===== src/rtl/cache_way_controller_if.sv =====
// CPU request/response and physical-memory handshake of the cache way controller.
// The controller attaches through the slave modport; the CPU/memory side uses master.
interface cache_way_controller_if;
  logic mem_read;
  logic mem_write;
  logic mem_resp;
  logic pmem_read;
  logic pmem_write;
  logic pmem_resp;
  logic pmem_addr_sel;

  modport slave (
    input  mem_read, mem_write, pmem_resp,
    output mem_resp, pmem_read, pmem_write, pmem_addr_sel
  );

  modport master (
    output mem_read, mem_write, pmem_resp,
    input  mem_resp, pmem_read, pmem_write, pmem_addr_sel
  );
endinterface


===== src/rtl/cache_way_controller.sv =====
// Sequencing FSM for the 8-way write-back cache: hit/miss decision, victim choice,
// write-back and line-fill handshakes, LRU update strobe and saturating perf counters.
module cache_way_controller #(
  parameter int CNT_WIDTH = 16
) (
  input  logic                   clk,
  input  logic                   reset,
  cache_way_controller_if.slave  bus,
  input  logic [7:0]             hit,
  input  logic [7:0]             valid,
  input  logic [7:0]             dirty,
  input  logic [2:0]             lru_way,
  output logic                   lru_update,
  output logic [7:0]             lru_hit,
  output logic [7:0]             way_load,
  output logic                   data_sel,
  output logic                   dirty_set,
  output logic                   dirty_clear,
  output logic [2:0]             victim_way,
  output logic                   multi_hit_err,
  output logic [CNT_WIDTH-1:0]   hit_count,
  output logic [CNT_WIDTH-1:0]   miss_count,
  output logic [CNT_WIDTH-1:0]   wb_count
);

  typedef enum logic [1:0] {IDLE, CHECK, WRITEBACK, FILL} state_t;

  localparam logic [CNT_WIDTH-1:0] CNT_MAX = '1;
  localparam logic [CNT_WIDTH-1:0] CNT_ONE = {{(CNT_WIDTH-1){1'b0}}, 1'b1};

  state_t                 state_q, state_d;
  logic [2:0]             victim_way_q, victim_way_d;
  logic                   retry_q, retry_d;
  logic                   multi_hit_err_q, multi_hit_err_d;
  logic [CNT_WIDTH-1:0]   hit_count_q, hit_count_d;
  logic [CNT_WIDTH-1:0]   miss_count_q, miss_count_d;
  logic [CNT_WIDTH-1:0]   wb_count_q, wb_count_d;

  logic                   request;
  logic [7:0]             hit_first;
  logic                   multi_hit;
  logic [2:0]             victim_sel;
  logic [7:0]             victim_onehot;

  assign request       = bus.mem_read | bus.mem_write;
  assign hit_first     = hit & (~hit + 8'd1);
  assign multi_hit     = (hit & (hit - 8'd1)) != 8'd0;
  assign victim_onehot = 8'd1 << victim_way_q;

  // Lowest-index invalid way wins; a full set falls back to the LRU way.
  always_comb begin
    victim_sel = lru_way;
    for (int i = 7; i >= 0; i--) begin
      if (!valid[i]) victim_sel = 3'(i);
    end
  end

  always_comb begin
    state_d           = state_q;
    victim_way_d      = victim_way_q;
    retry_d           = retry_q;
    multi_hit_err_d   = multi_hit_err_q;
    hit_count_d       = hit_count_q;
    miss_count_d      = miss_count_q;
    wb_count_d        = wb_count_q;
    bus.mem_resp      = 1'b0;
    bus.pmem_read     = 1'b0;
    bus.pmem_write    = 1'b0;
    bus.pmem_addr_sel = 1'b0;
    lru_update        = 1'b0;
    lru_hit           = 8'd0;
    way_load          = 8'd0;
    data_sel          = 1'b0;
    dirty_set         = 1'b0;
    dirty_clear       = 1'b0;

    unique case (state_q)
      IDLE: begin
        if (request) begin
          state_d = CHECK;
          retry_d = 1'b0;
        end
      end
      CHECK: begin
        if (hit != 8'd0) begin
          bus.mem_resp = 1'b1;
          lru_update   = 1'b1;
          lru_hit      = hit_first;
          if (bus.mem_write) begin
            way_load  = hit_first;
            dirty_set = 1'b1;
          end
          if (multi_hit) multi_hit_err_d = 1'b1;
          if (!retry_q && hit_count_q != CNT_MAX) hit_count_d = hit_count_q + CNT_ONE;
          state_d = IDLE;
        end else begin
          if (!retry_q && miss_count_q != CNT_MAX) miss_count_d = miss_count_q + CNT_ONE;
          victim_way_d = victim_sel;
          if (valid[victim_sel] && dirty[victim_sel]) begin
            if (wb_count_q != CNT_MAX) wb_count_d = wb_count_q + CNT_ONE;
            state_d = WRITEBACK;
          end else begin
            state_d = FILL;
          end
        end
      end
      WRITEBACK: begin
        bus.pmem_write    = 1'b1;
        bus.pmem_addr_sel = 1'b1;
        if (bus.pmem_resp) state_d = request ? FILL : IDLE;
      end
      FILL: begin
        bus.pmem_read = 1'b1;
        // The fetched line is written even if the CPU has abandoned the request.
        if (bus.pmem_resp) begin
          way_load    = victim_onehot;
          data_sel    = 1'b1;
          dirty_clear = 1'b1;
          retry_d     = 1'b1;
          state_d     = request ? CHECK : IDLE;
        end
      end
      default: state_d = IDLE;
    endcase
  end

  always_ff @(posedge clk) begin
    if (reset) begin
      state_q         <= IDLE;
      victim_way_q    <= 3'd0;
      retry_q         <= 1'b0;
      multi_hit_err_q <= 1'b0;
      hit_count_q     <= '0;
      miss_count_q    <= '0;
      wb_count_q      <= '0;
    end else begin
      state_q         <= state_d;
      victim_way_q    <= victim_way_d;
      retry_q         <= retry_d;
      multi_hit_err_q <= multi_hit_err_d;
      hit_count_q     <= hit_count_d;
      miss_count_q    <= miss_count_d;
      wb_count_q      <= wb_count_d;
    end
  end

  assign victim_way    = victim_way_q;
  assign multi_hit_err = multi_hit_err_q;
  assign hit_count     = hit_count_q;
  assign miss_count    = miss_count_q;
  assign wb_count      = wb_count_q;

endmodule


===== src/flat_wrapper.sv =====
// flat-port wrapper written by rule: the top's interface ports become plain ports
module cache_way_controller_flat 
#(
  parameter int CNT_WIDTH = 16
)
  (clk, reset, hit, valid, dirty, lru_way, lru_update, lru_hit, way_load, data_sel, dirty_set, dirty_clear, victim_way, multi_hit_err, hit_count, miss_count, wb_count, bus_mem_read, bus_mem_write, bus_pmem_resp, bus_mem_resp, bus_pmem_read, bus_pmem_write, bus_pmem_addr_sel);
  cache_way_controller_if bus_i ();
  input  logic clk;
  input  logic reset;
  input  logic [7:0] hit;
  input  logic [7:0] valid;
  input  logic [7:0] dirty;
  input  logic [2:0] lru_way;
  output logic lru_update;
  output logic [7:0] lru_hit;
  output logic [7:0] way_load;
  output logic data_sel;
  output logic dirty_set;
  output logic dirty_clear;
  output logic [2:0] victim_way;
  output logic multi_hit_err;
  output logic [CNT_WIDTH-1:0] hit_count;
  output logic [CNT_WIDTH-1:0] miss_count;
  output logic [CNT_WIDTH-1:0] wb_count;
  input wire logic [$bits(bus_i.mem_read)-1:0] bus_mem_read;
  input wire logic [$bits(bus_i.mem_write)-1:0] bus_mem_write;
  input wire logic [$bits(bus_i.pmem_resp)-1:0] bus_pmem_resp;
  output wire logic [$bits(bus_i.mem_resp)-1:0] bus_mem_resp;
  output wire logic [$bits(bus_i.pmem_read)-1:0] bus_pmem_read;
  output wire logic [$bits(bus_i.pmem_write)-1:0] bus_pmem_write;
  output wire logic [$bits(bus_i.pmem_addr_sel)-1:0] bus_pmem_addr_sel;
  assign bus_i.mem_read = bus_mem_read;
  assign bus_i.mem_write = bus_mem_write;
  assign bus_i.pmem_resp = bus_pmem_resp;
  assign bus_mem_resp = bus_i.mem_resp;
  assign bus_pmem_read = bus_i.pmem_read;
  assign bus_pmem_write = bus_i.pmem_write;
  assign bus_pmem_addr_sel = bus_i.pmem_addr_sel;
  cache_way_controller #(.CNT_WIDTH(CNT_WIDTH)) u_core (.clk(clk), .reset(reset), .bus(bus_i), .hit(hit), .valid(valid), .dirty(dirty), .lru_way(lru_way), .lru_update(lru_update), .lru_hit(lru_hit), .way_load(way_load), .data_sel(data_sel), .dirty_set(dirty_set), .dirty_clear(dirty_clear), .victim_way(victim_way), .multi_hit_err(multi_hit_err), .hit_count(hit_count), .miss_count(miss_count), .wb_count(wb_count));
endmodule

===== config.mk =====
export PLATFORM = sky130hd
export DESIGN_NAME = cache_way_controller_flat
export DESIGN_NICKNAME = d
export VERILOG_FILES = /design/src/rtl/cache_way_controller_if.sv /design/src/rtl/cache_way_controller.sv /design/src/flat_wrapper.sv
export SDC_FILE = /design/constraint.sdc
export NUM_CORES = 1
export LEC_CHECK = 0
export CAP_MARGIN = 20
export CORE_MARGIN = 2
export CORE_UTILIZATION = 50
export DETAILED_ROUTE_END_ITERATION = 7
export MAX_ROUTING_LAYER = met4
export PLACE_DENSITY = 0.92
export SYNTH_ARGS = -nofsm -noshare
export SYNTH_HDL_FRONTEND = slang
export SYNTH_SLANG_ARGS = --single-unit

===== constraint.sdc =====
create_clock -name clk -period 6.1 [get_ports clk]
set_input_delay 0.61 -clock clk [delete_from_list [all_inputs] [get_ports clk]]
set_output_delay 0.61 -clock clk [all_outputs]
set_load 0.05 [all_outputs]

; Word level (Yosys, flattened, before mapping)
; Cells that the tools add are included.
[op_classes]
magnitude_cmp = 1
div = 0
reduce_logical = 15
n_shift = 1
bitwise = 5
eq_ne = 9
mul = 0
muxes = 38
add_sub_neg = 5
[ops]
columns = op, count
row1 = 16-bit by 1-bit adder with 16-bit output (second input constant), 3
row2 = 16-bit != test (second input constant), 3
row3 = 8-bit 2-to-1 mux, 5
row4 = 3-bit 2-to-1 mux, 8
row5 = 8-bit bitwise AND, 2
row6 = 8-bit case mux with 2 select lines, 1
row7 = 8-bit nonzero test, 2
row8 = 1-bit 2-to-1 mux, 15
row9 = 3-bit AND reduction, 5
row10 = 2-bit 2-to-1 mux, 5
row11 = 8-bit by 1-bit adder with 8-bit output (second input constant), 1
row12 = 8-bit NOT, 1
row13 = 2-bit case mux with 4 select lines, 1
row14 = 1-bit by 3-bit << shifter with 8-bit output (first input constant), 1
row15 = 8-bit by 1-bit subtractor with 8-bit output (second input constant), 1
row16 = 1-bit binary-select mux with 3-bit select, 2
row17 = 2-bit equality test (second input constant), 2
row18 = 3-bit by 4-bit less-than comparator with 1-bit output (second input constant), 1
row19 = 2-bit != test (second input constant), 2
row20 = 4-bit AND reduction, 1
row21 = 1-bit logical AND, 3
row22 = 2-bit by 1-bit equality test with 1-bit output (second input constant), 1
row23 = 2-bit zero test, 1
row24 = 2-bit by 1-bit != test with 1-bit output (second input constant), 1
row25 = other kinds (6), 6
[word_totals]
latchBits = 0
mem_bits_ro = 0
inputBits = 32
n_memories = 0
ram_bits = 0
ff_bits = 55

; Depth between registers and ports, before layout
[depth]
ltp_word = 14
depth_mapped = 8
depth_no_buf = 8

; Worst setup path after synthesis
; No wires, ideal clock.
[synth_path]
path_type = in2out
from = input hit[2]
to = output way_load[3]
cell_stages = 5
t_required_ps = 5490
slack_ps = 2693
n_path_buf = 0
arrival_ps = 2797
path_cell_list = or4_4 > nor2_8 > a21oi_1 > nand2_1 > o22ai_1
[synth_between]
elab_chain_len = 6
[synth_lines]
columns = element, line_no
row1 = from (decl), flat_wrapper.sv:10  ; input logic [7:0] hit;
row2 = 8-bit NOT, cache_way_controller.sv:46  ; assign hit_first = hit & (~hit + 8'd1);
row3 = 8-bit by 1-bit adder with 8-bit output, cache_way_controller.sv:46
row4 = 8-bit bitwise AND, cache_way_controller.sv:46
row5 = 8-bit 2-to-1 mux, cache_way_controller.sv:89  ; if (bus.mem_write) begin
row6 = 8-bit 2-to-1 mux *, cache_way_controller.sv:85  ; if (hit != 8'd0) begin
row7 = 8-bit case mux with 2 select lines *, cache_way_controller.sv:77  ; unique case (state_q)
row8 = to (decl), flat_wrapper.sv:16  ; output logic [7:0] way_load;
; Mark *: on every way between the ends. The rest lies on a longest branch, timed or not.

; Final worst setup path
[layout_path]
from = input hit[2]
to = output way_load[6]
; The elaborated chain is that of the path after synthesis.

==> reports/results.txt <==
status: completed
htree depth: 2
CP Data Arrival Time: 3210 ps
first-pass GRT wire length: 13880 um
Core Area: 6241 um2
crit-path most repeated cell: clkdlybuf4s50_1
worst r2r path cells: 6
Tcrit/Tclk final: 0.6267
Die W: 83.77 um
Synth Warn #: 0
RR Endpoint: u_core.hit_count[5]
placed insts: 555
r2r setup slk: 3640 ps
gpl congestion: 1.020
drt drc: 0
WL final: 8238 um
Final #Nets: 521
Remaining Overflow, GRT: 0
drt first-iter violations: 166
Mapped Cells: 388
die area: 7017 um2
Max Cap Viol: 0
chip height: 83.77 um
Finished Cell Area: 4363 um2
clock tree sinks: 55
final number of hold-violating endpoints: 0
starting density of the core: 0.5098
I/O Buffers: 107
FF+latch count, synth: 55
DP Area: 4247 um2
worst slew pin tran: 896.2 ps
Post-synth EDFFs: 0
Reg-to-Reg Start: u_core.state_q[1]
setup tns final: 0 ps
Final Skew: 11.79 ps
Final Max Slew Viols: 0
Hold Path End: u_core.multi_hit_err
hold path cells: 2
power per cell area: 153.7 nW/um2
largest net degree at the start of global routing: 66
synthesized cell area: 3182 um2
Vias per Instance: 5.750
clock buffer depth: 2
initial antenna violation count: 0
CP Class: input port to primary output
min-delay src: u_core.multi_hit_err
clk root buf: clkbuf_8
Worst VDD drop: 0.0001144 V
Worst Path Buf+Inv: 2
Num CTS Buffers: 5
ANT cells: 0
Synth cell types: 58
RSZ-0062 raised after global routing: no
Leak Pwr: 1.476 nW
worst-skew pair later-pin latency: 300 ps
Post-synth ARST share: 0
vias in the first global route: 2999
hpwl dp: 6045 um
slowest CP cell: clkdlybuf4s50_1
critical path depth: 7
leading cell type in the layout, fill and taps excluded: clkdlybuf4s50_1
drt first pass iters: 4
fraction of the yosys area taken by sequential cells: 0.3460
GRT Resource Usage Total: 0.2406
# IOs: 108
Hold-fix buffers, CTS: 0
Setup crit start kind: input port
WL/cell: 14.61 um
Critical Path, Cell by Cell: clkdlybuf4s50_1, or4_4, nor3_1, and3b_1, nand2_1, o21ai_0, clkdlybuf4s50_1
Post-CTS Setup Repair Bufs: 0
Synth-to-Final Area Change: 37.12%
Largest stage delay, worst path: 840 ps
num rows: 29
top cell family by delay on the critical path: buffers and inverters
total power draw: 0.6704 mW
final setup fails: 0
post_cts resized: 0
Post-Syn Nets: 423
CTS clk-pin slew, worst paths: 100 ps
CP Max Fanout: 6
vias: 3243
ys flop type: dfxtp_1
CTS tree: yes
ANT nets after route: 0
Critical Path RT: 5490 ps
Non-Filler Instances: 564
worst rel slew slack: 0.4026
fin crit period: 3823 ps
Max Clk Rate: 0.2616 GHz
share of cells above drive strength 1: 0.06366
most frequent cells in the layout: clkdlybuf4s50_1 (106), nor2_1 (55), dfxtp_1 (55)
Tightest Hold Check Type: flop to flop
CP Capture Type: primary output
Syn Area/Cell: 8.201 um2
-- report_power, final --
part           switching (mW)  internal, mW  leakage [nW]
Sequential            0.00235         0.361         0.444
Clock                   0.119        0.0932        0.0516
Combinational          0.0537        0.0405         0.981
Total                   0.176         0.495          1.48
-- synthesized netlist by cell type (11+ instances only) --
cell type | count | area, um2
nand3_1 | 20 | 100.1
nor3_1 | 17 | 85.08
dfxtp_1 | 55 | 1101
nor2_1 | 55 | 206.5
xnor2_1 | 12 | 105.1
nor2b_1 | 14 | 87.58
nand4_1 | 11 | 68.82
nand2_1 | 38 | 142.6
xor2_1 | 15 | 131.4
a21oi_1 | 16 | 80.08
-- registers in the layout, indices dropped and copies added, names as in the netlist --
name and cells:
u_core.hit_count 16, u_core.wb_count 16, u_core.state_q 2, u_core.multi_hit_err 1, u_core.retry_q 1, u_core.miss_count 16
u_core.victim_way 3
-- cells by family (layout without fill, tap and decap cells) --
family | after synthesis | in the layout | share of synthesized area
flip-flops | 55 | 55 | 0.3460
AO/OA/AOI/OAI | 61 | 61 | 0.1380
multiplexers | 16 | 16 | 0.05781
XOR/XNOR | 27 | 27 | 0.07432
adder cells (fa/ha/maj) | 3 | 3 | 0.01180
AND/OR/NAND/NOR | 203 | 203 | 0.3343
buffers and inverters | 23 | 122 | 0.03775
-- per-layer routing --
layer,global-route usage,wire length (um),vias to the layer above
met2,0.4087,4113,118
met5,-,0,-
met1,0.2980,3497,1519
met3,0.03759,498,15
met4,0.06745,128,0
li1,-,-,1591
-- area by class of cell --
cell class                      count  area, um2
Clock buffer                        6      82.58
Clock inverter                      2      13.76
Fill cell                         523       1878
Inverter                            6      22.52
Multi-Input combinational cell    310       1961
Sequential cell                    55       1101
Tap cell                           77      96.34
Timing Repair Buffer              108       1086
-- worst max path at each step --
stage,startpoint,end,slack (ps)
6_report,hit[2],way_load[6],2280
5_1_grt,hit[2],way_load[6],2160
4_1_cts,hit[2],way_load[6],2290
3_5_place_dp,hit[2],way_load[6],2300
3_3_place_gp,hit[2],way_load[7],2390
2_1_floorplan,hit[2],way_load[3],2690
-- tightest hold or removal path, stage by stage (launching register included) --
cell     delay (ps)
dfxtp_1         340
a21oi_1          40
nor2_1           70
-- metrics by stage --
stage                     utilization  hold slack [ps]  setup slack (ps)
after floorplan                     -            493.2              2693
after global placement         0.6804            449.2              2390
after detailed placement       0.6804            466.6              2295
after CTS                      0.6959            490.4              2291
after global routing           0.6991            523.1              2163
final                          0.6991            482.3              2277
Power figures use the tool's default switching activity.
